`config.mk`:
```
export PLATFORM = sky130hd
export DESIGN_NAME = fpga_io_conditioner
export DESIGN_NICKNAME = d
export VERILOG_FILES = /design/src/rtl/fpga_io_pkg.sv /design/src/rtl/button_debounce.sv /design/src/rtl/fpga_io_conditioner.sv
export SDC_FILE = /design/constraint.sdc
export NUM_CORES = 1
export LEC_CHECK = 0
export BUFFER_PORTS_ARGS = -buffer_cell sky130_fd_sc_hd__buf_2
export CAP_MARGIN = 25
export CORE_UTILIZATION = 26
export DETAILED_ROUTE_END_ITERATION = 12
export PLACE_DENSITY = 0.41
export SYNTH_ARGS = -nofsm -noshare
export SYNTH_HDL_FRONTEND = slang
export SYNTH_SLANG_ARGS = --single-unit
```
`constraint.sdc`:
```
create_clock -name clk -period 2.3 [get_ports clk]
set_input_delay 0.23 -clock clk [delete_from_list [all_inputs] [get_ports clk]]
set_output_delay 0.23 -clock clk [all_outputs]
set_load 0.01 [all_outputs]
```
`src/rtl/fpga_io_pkg.sv`:
```
// Shared types and default parameter values for the FPGA I/O conditioner.
package fpga_io_pkg;

  typedef enum logic [1:0] {
    WAIT_LOCK = 2'd0,
    HOLD      = 2'd1,
    RUN       = 2'd2
  } rst_state_e;

  localparam int unsigned DefNumButtons      = 4;
  localparam int unsigned DefResetHoldCycles = 251;
  localparam int unsigned DefDebounceCycles  = 65536;
  localparam bit          DefButtonActiveLow = 1'b0;

endpackage

```
`src/rtl/button_debounce.sv`:
```
// One button channel: 2-flop synchronizer, persistence counter, debounced level and edge pulses.
module button_debounce #(
  parameter int unsigned DEBOUNCE_CYCLES   = 65536,
  parameter bit          BUTTON_ACTIVE_LOW = 1'b0
) (
  input  logic clk_i,
  input  logic reset_i,
  input  logic clear_i,
  input  logic raw_i,
  output logic level_o,
  output logic press_o,
  output logic release_o
);

  localparam int unsigned     CntW    = $clog2(DEBOUNCE_CYCLES + 1);
  localparam logic [CntW-1:0] CntLast = CntW'(DEBOUNCE_CYCLES - 1);

  logic            sync1_q, sync2_q;
  logic [CntW-1:0] cnt_q, cnt_d;
  logic            level_q, level_d;
  logic            prev_q, press_q, release_q;

  // The synchronizer keeps sampling while the system is held in reset_out.
  always_ff @(posedge clk_i) begin
    if (reset_i) begin
      sync1_q <= 1'b0;
      sync2_q <= 1'b0;
    end else begin
      sync1_q <= raw_i ^ BUTTON_ACTIVE_LOW;
      sync2_q <= sync1_q;
    end
  end

  always_comb begin
    cnt_d   = '0;
    level_d = level_q;
    if (sync2_q != level_q) begin
      if (cnt_q == CntLast) begin
        level_d = sync2_q;
      end else begin
        cnt_d = cnt_q + CntW'(1);
      end
    end
  end

  always_ff @(posedge clk_i) begin
    if (clear_i) begin
      cnt_q     <= '0;
      level_q   <= 1'b0;
      prev_q    <= 1'b0;
      press_q   <= 1'b0;
      release_q <= 1'b0;
    end else begin
      cnt_q     <= cnt_d;
      level_q   <= level_d;
      prev_q    <= level_q;
      press_q   <= level_q & ~prev_q;
      release_q <= ~level_q & prev_q;
    end
  end

  assign level_o   = level_q;
  assign press_o   = press_q;
  assign release_o = release_q;

endmodule

```
`src/rtl/fpga_io_conditioner.sv`:
```
// PLL-lock reset sequencer plus per-button synchronize/debounce/edge-detect channels.
module fpga_io_conditioner
  import fpga_io_pkg::*;
#(
  parameter int unsigned NUM_BUTTONS       = DefNumButtons,
  parameter int unsigned RESET_HOLD_CYCLES = DefResetHoldCycles,
  parameter int unsigned DEBOUNCE_CYCLES   = DefDebounceCycles,
  parameter bit          BUTTON_ACTIVE_LOW = DefButtonActiveLow
) (
  input  logic                   clk,
  input  logic                   reset,
  input  logic                   pll_locked,
  input  logic [NUM_BUTTONS-1:0] buttons_raw,
  output logic                   reset_out,
  output logic                   rst_n_out,
  output logic [NUM_BUTTONS-1:0] btn_level,
  output logic [NUM_BUTTONS-1:0] btn_press,
  output logic [NUM_BUTTONS-1:0] btn_release
);

  localparam int unsigned      HoldW    = $clog2(RESET_HOLD_CYCLES + 1);
  localparam logic [HoldW-1:0] HoldLast = HoldW'(RESET_HOLD_CYCLES - 1);

  logic             lock1_q, lock2_q;
  rst_state_e       state_q, state_d;
  logic [HoldW-1:0] hold_cnt_q, hold_cnt_d;
  logic             reset_out_q;
  logic             btn_clear;

  always_ff @(posedge clk) begin
    if (reset) begin
      lock1_q <= 1'b0;
      lock2_q <= 1'b0;
    end else begin
      lock1_q <= pll_locked;
      lock2_q <= lock1_q;
    end
  end

  always_comb begin
    state_d    = state_q;
    hold_cnt_d = hold_cnt_q;
    unique case (state_q)
      WAIT_LOCK: begin
        hold_cnt_d = '0;
        if (lock2_q) begin
          state_d = HOLD;
        end
      end
      HOLD: begin
        if (!lock2_q) begin
          state_d    = WAIT_LOCK;
          hold_cnt_d = '0;
        end else if (hold_cnt_q == HoldLast) begin
          state_d    = RUN;
          hold_cnt_d = '0;
        end else begin
          hold_cnt_d = hold_cnt_q + HoldW'(1);
        end
      end
      RUN: begin
        if (!lock2_q) begin
          state_d    = WAIT_LOCK;
          hold_cnt_d = '0;
        end
      end
      default: begin
        state_d    = WAIT_LOCK;
        hold_cnt_d = '0;
      end
    endcase
  end

  // reset_out follows the registered state, adding one edge after RUN is reached.
  always_ff @(posedge clk) begin
    if (reset) begin
      state_q     <= WAIT_LOCK;
      hold_cnt_q  <= '0;
      reset_out_q <= 1'b1;
    end else begin
      state_q     <= state_d;
      hold_cnt_q  <= hold_cnt_d;
      reset_out_q <= (state_q != RUN);
    end
  end

  assign reset_out = reset_out_q;
  assign rst_n_out = ~reset_out_q;
  assign btn_clear = reset | reset_out_q;

  for (genvar i = 0; i < NUM_BUTTONS; i++) begin : g_btn
    button_debounce #(
      .DEBOUNCE_CYCLES  (DEBOUNCE_CYCLES),
      .BUTTON_ACTIVE_LOW(BUTTON_ACTIVE_LOW)
    ) u_debounce (
      .clk_i    (clk),
      .reset_i  (reset),
      .clear_i  (btn_clear),
      .raw_i    (buttons_raw[i]),
      .level_o  (btn_level[i]),
      .press_o  (btn_press[i]),
      .release_o(btn_release[i])
    );
  end

endmodule

```
# ---- Word-level counts from Yosys, hierarchy flattened
# Index checks and enable logic that the tools add are counted.
# W data, S select, Z words.
dict set report word_totals {
  elab_cells 94
  output_inout_bits 14
  reg_bits 105
}
dict set report classes {
  bitwise 22
  n_reduce_logical 10
  mux 9
  n_addsub 5
  n_eq_ne 15
}
# cell count
set op_table {}
lappend op_table {{$add A17 B1 Y17 const B} 4}
lappend op_table {{$eq A17 B16 Y1 const B} 4}
lappend op_table {{$mux W8} 3}
lappend op_table {{$pmux W8 S2} 1}
lappend op_table {{$not A1 Y1} 13}
lappend op_table {{$reduce_or A3 Y1} 4}
lappend op_table {{$add A8 B1 Y8 const B} 1}
lappend op_table {{$and A1 B1 Y1} 8}
lappend op_table {{$eq A8 B8 Y1 const B} 1}
lappend op_table {{$mux W2} 4}
lappend op_table {{$reduce_and A2 Y1} 4}
lappend op_table {{$ne A2 B2 Y1 const B} 3}
lappend op_table {{$pmux W2 S3} 1}
lappend op_table {{$ne A1 B1 Y1} 4}
lappend op_table {{$ne A3 B3 Y1 const B} 1}
lappend op_table {{$reduce_and A3 Y1} 1}
lappend op_table {{$eq A2 B1 Y1 const B} 1}
lappend op_table {{$eq A2 B2 Y1 const B} 1}
lappend op_table {{$logic_not A2 Y1} 1}
lappend op_table {{$or A1 B1 Y1} 1}

# ---- Logic depth before layout (Yosys ltp)
dict set report logic_depth {
  word_depth 4
  mapped_depth 9
}

# ---- By module
# From an unflattened synthesis, not the netlist that was laid out.
dict set report unflattened {
  cells_unflattened 464
  area_unflattened_um2 4486.8
}
# module n_inst cells_per_inst area_per_inst_um2
set modules_own_cells {}
lappend modules_own_cells {button_debounce 4 100 953.4}
lappend modules_own_cells {fpga_io_conditioner 1 64 673.1}

# ---- Least setup slack after synthesis
# Ideal clock, no wire load.
dict set report synth_path {
  path_kind {register -> register}
  from {register g_btn[1].u_debounce.cnt_q[0]}
  to {register g_btn[1].u_debounce.cnt_q[15]}
  setup_ps 59
  path_stages_with_launch 10
  n_path_buf 1
  period_less_slack_ps 2275
  t_required_ps 2241
  arrival_time_ps 2216
  setup_slack_ps 25
  path_cell_list {dfxtp_1 ha_1 and4_1 nand4_1 nor2_1 ha_1 or3_1 buf_2 or4_1 nand2_1}
}
dict set report synth_via {
  elab_chain_len 2
  word_cells_on_any_way 3
  cone_classes {add/sub: 1; eq/ne: 1; reduce/logical: 1}
}
# element line
set synth_rtl {}
lappend synth_rtl {{start: declaration} button_debounce.sv:19} ;# logic [CntW-1:0] cnt_q, cnt_d;
lappend synth_rtl {{start signal: assignment} button_debounce.sv:54} ;# cnt_q <= cnt_d;
lappend synth_rtl {{parallel branches: the longest is 2 deep, another holds $add A17 B1 Y17} n/a}
# Several ways; the timed one is not identified.
# A chain may end at the register's enable or synchronous reset.

# ---- Final worst setup path
# Ends and elaborated chain as after synthesis.

==> results.md <==
- The flow ran to the end, and the final reports show no timing, DRC or antenna violations.
- The hold violation total from the final report is 0.
- For this block, the initial DRC count from the detailed router was roughly 100.
- The pin count of the biggest net entering global routing is 18.
- The area growth from synthesis to layout is 15.0%.
- The post-detailed-route DRC marker count is 0.
- The initial antenna violation count is 0.
- Routability-driven placement finished with a final weighted congestion of a little over 0.7.
- The commonest cells after synthesis are dfxtp_1 (105), nor2_1 (77), xor2_1 (29).
- After detailed routing, the number of vias per cell comes to roughly 4.2.
- The floorplan has 46 rows.
- The total of buffers placed on input and output ports is 20.
- Counting flops with a built-in enable in the synthesized netlist gives 0.
- After synthesis, the largest area contributor takes up between 40% and 50% of total cell area.
- At the pin with the least slew margin, the transition time is roughly 0.53 ns.
- Once detail routing completed, the nets flagged for antenna violations numbered 0.
- The startpoint of the lowest-slack register-to-register path is g_btn[1].u_debounce.cnt_q[0].
- The number of optimization iterations in the first detailed-route pass is 5.
- Of all flip-flops after synthesis, the portion carrying an async set or reset was 0%.
- STA classifies the critical path startpoint as a flop.
- The H-tree generated during clock tree synthesis spans 3 levels.
- The total setup violations reported at the end of the flow is 0.
- The tree is rooted in a clkbuf_16.
- The detailed router placed between 2,000 and 3,000 vias in this run.
- Counting both buffers and inverters, the worst setup path holds a total of 0.
- STA puts the critical path data arrival time at between 2 and 2.5 ns.
- The number of storage elements in the synthesis netlist is around 110.
- The antenna diode count is 0.
- The largest individual stage delay along the critical path comes from the cell or4_1.
- 21 I/O pins were placed.
- Among all cell types in the netlist, the one instantiated most often is dfxtp_1.
- The routed wire length per instance is ~11 µm.
- After floorplanning, the core was sized to cover ~16,000 µm².
- The source of the worst hold timing path is pll_locked.
- The worst relative slew slack is 64.2%.
- The hold slack is between 0.09 and 0.1 ns.
- The required time of the worst setup path is roughly 2.6 ns.
- Synthesis handed over a netlist of 458 instances.
- The register-to-register path setup slack is approximately 0.13 ns.
- The clock tree from TritonCTS is yes.
- The max capacitance violation total is 0.
- The start-to-end type of the worst setup path is flop to flop.
- The number of global-route vias before repair was between 2,000 and 3,000.
- The number of CTS-inserted buffers is 9.
- The clock insertion delay at the later pin of the skew report is approximately 0.35 ns.
- After global routing the overflow that remains totals 0.
- The detailed-placement wirelength estimate is 5230 µm.
- The worst hold path terminates at lock1_q.
- By area the synthesized netlist is led by dfxtp_1 (50%), nor2_1 (6.8%), xor2_1 (6.0%).
- The first global-routing pass estimated approximately 13,000 µm of wire.
- The longest clock path from root to sink contains 2 buffers.
- Wires add up to between 7000 and 8000 µm.
- Static timing analysis puts the maximum clock frequency at ~460 MHz.
- In this run the worst hold path is classified as input port to flop.
- The floorplan step defined a die boundary enclosing roughly 17,000 µm².
- In this run the worst path has a maximum fanout of 4.
- The count of cells along the worst register-to-register path is 8.
- Cells fill between 30% and 40% of the core in the end.
- STA classifies the critical path endpoint as a flop.
- For this design the ratio of total power to cell area is 693 nW/µm².
- In this run the horizontal extent of the chip is about 130 µm.
- The final net count is 494.
- The final-report max-slew violation count came to 0.
- The worst register-to-register path ends at g_btn[1].u_debounce.cnt_q[15].
- The kind of cell with the highest combined delay on the critical path is simple AND/OR/NAND/NOR gates.
- The die outline height is 130 µm.
- Walking the worst path, the cells encountered are ha_2, and4_1, nand4_1, nor2_1, ha_1, or3_1, or4_1, nand2_1.
- The largest total area in the synthesized netlist belongs to dfxtp_1.
- The starting utilization of the core area is between 20% and 30%.
- Cells with a size suffix above 1 make up 10.8% of the layout.
- Sequential elements use ~50% of the synthesized area.
- The filler cells instantiated in the layout total 1,700.
- After layout, the minimum clock period comes to about 2.2 ns.
- The synthesized area per cell is about 9 µm².
- The worst hold path was traced through 2 stages.
- The clock arrives with approximately 0.004 ns of skew.
- For this run, the leading register cell type out of synthesis is dfxtp_1.
- The setup TNS is 0 ns.
- The clock sink total is approximately 110.
- Yosys printed 0 warnings.
- Across the VDD grid, the largest voltage drop is 349 µV.
- The clock transition time at the flip-flop clock pins of the worst setup and hold paths is roughly 0.070 ns.
- The synthesized netlist contains 35 unique library cells.
- In this design, the stage delay of the slowest critical-path cell is around 0.50 ns.
- The period utilization is 94.5%.
- The cell area after synthesis is between 4000 and 5000 µm².
- Setup repair after global routing left no endpoint under its margin.
- The leakage power summed over all cells is 0.00162 µW.
- The net count after synthesis is ~480.
- For this run, the total global-route usage over all layers was measured as between 10 and 15%.
- Buffers inserted to repair hold after CTS numbered 0.
==> worst max-delay path by stage <==
stage | slack (ns) | to | depth (start not counted) | startpoint
2_1_floorplan | 0.03 | g_btn[1].u_debounce.cnt_q[15] | 9 | g_btn[1].u_debounce.cnt_q[0]
5_1_grt | 0.007 | g_btn[0].u_debounce.cnt_q[15] | 8 | g_btn[0].u_debounce.cnt_q[0]
4_1_cts | 0.08 | g_btn[1].u_debounce.cnt_q[15] | 8 | g_btn[1].u_debounce.cnt_q[0]
3_5_place_dp | 0.09 | g_btn[0].u_debounce.cnt_q[15] | 8 | g_btn[0].u_debounce.cnt_q[0]
3_3_place_gp | 0.13 | g_btn[1].u_debounce.cnt_q[15] | 8 | g_btn[1].u_debounce.cnt_q[0]
6_report | 0.13 | g_btn[1].u_debounce.cnt_q[15] | 8 | g_btn[1].u_debounce.cnt_q[0]
==> per-stage QoR <==
step	area, µm²	worst slack [ns]	std cells	power (µW)
2_1_floorplan	4240	0.0250	458	1880
3_3_place_gp	4560	0.126	681	1890
3_5_place_dp	4560	0.0928	681	1890
4_1_cts	4850	0.0791	696	3450
5_1_grt	4870	0.00698	697	3530
6_report	4870	0.126	697	3380
==> final cells by class <==
class / instances / area, µm² / area share, %
clock buffers: 10 / 239 / 4.90
clock inverters: 5 / 56.3 / 1.16
well taps: 216 / 270 / 5.55
multi-input cells: 317 / 1960 / 40.2
flip-flops and latches: 105 / 2100 / 43.1
inverters: 13 / 48.8 / 1.00
repair buffers: 31 / 195 / 4.01
==> registers in the layout, indices dropped and copies added (netlist names) <==
register                    cells
g_btn.u_debounce.cnt_q         68
hold_cnt_q                      8
g_btn.u_debounce.level_o        4
g_btn.u_debounce.press_o        4
g_btn.u_debounce.prev_q         4
g_btn.u_debounce.release_o      4
g_btn.u_debounce.sync1_q        4
g_btn.u_debounce.sync2_q        4
state_q                         2
lock1_q                         1
lock2_q                         1
reset_out                       1
==> timing repair <==
item,4_1_cts,5_1_grt
endpoints found under the hold margin,0,0
setup endpoints to repair,0,4
resized for setup,0,3
buffers inserted,0,1
==> cell families after synthesis <==
family	Yosys count	share of synthesized area, %
buffers and inverters	36	4.31
AND/OR/NAND/NOR	224	27.1
XOR/XNOR	57	11.8
adder cells (fa/ha/maj)	10	2.95
multiplexers	5	1.21
flip-flops	105	49.6
AO/OA/AOI/OAI	21	3.04
==> worst reg2reg max path, cell delays in order (launching register included) <==
cell,delay (ns)
dfxtp_1,0.34
ha_2,0.20
and4_1,0.21
nand4_1,0.12
nor2_1,0.07
ha_1,0.21
or3_1,0.39
or4_1,0.50
nand2_1,0.07
==> layout by cell type (no fill, tap or decap), drive strengths merged, types with 2 or more instances in the layout <==
cell	count
a211oi	2
inv	13
xnor2	28
and4	9
o21ai	6
nand2	24
nor3	11
or4	2
o211ai	2
buf	31
clkbuf	10
xor2	29
dfxtp	105
and3b	2
mux2i	4
nor2b	14
a21o	2
nor4	9
nand3b	2
ha	10
nor3b	4
and3	7
a21oi	6
or3	11
and2	6
nand3	25
nor2	77
clkinv	3
nand4	19
==> power breakdown <==
group	total [µW]	switching, µW	leakage, µW	internal [µW]
Combinational	21.0	9.65	0.000624	11.4
Clock	1530	662	0.000144	865
Sequential	1830	3.82	0.000848	1830
Total	3380	676	0.00162	2700
==> layer usage <==
metal | global-route usage, % | up-vias | wire length, µm
met5 | 0 | - | 0
met4 | 4.10 | 0 | 119
met3 | 3.80 | 9 | 277
met2 | 15.9 | 26 | 3320
met1 | 12.4 | 1338 | 3740
li1 | - | 1576 | -
Power figures use the tool's default switching activity.
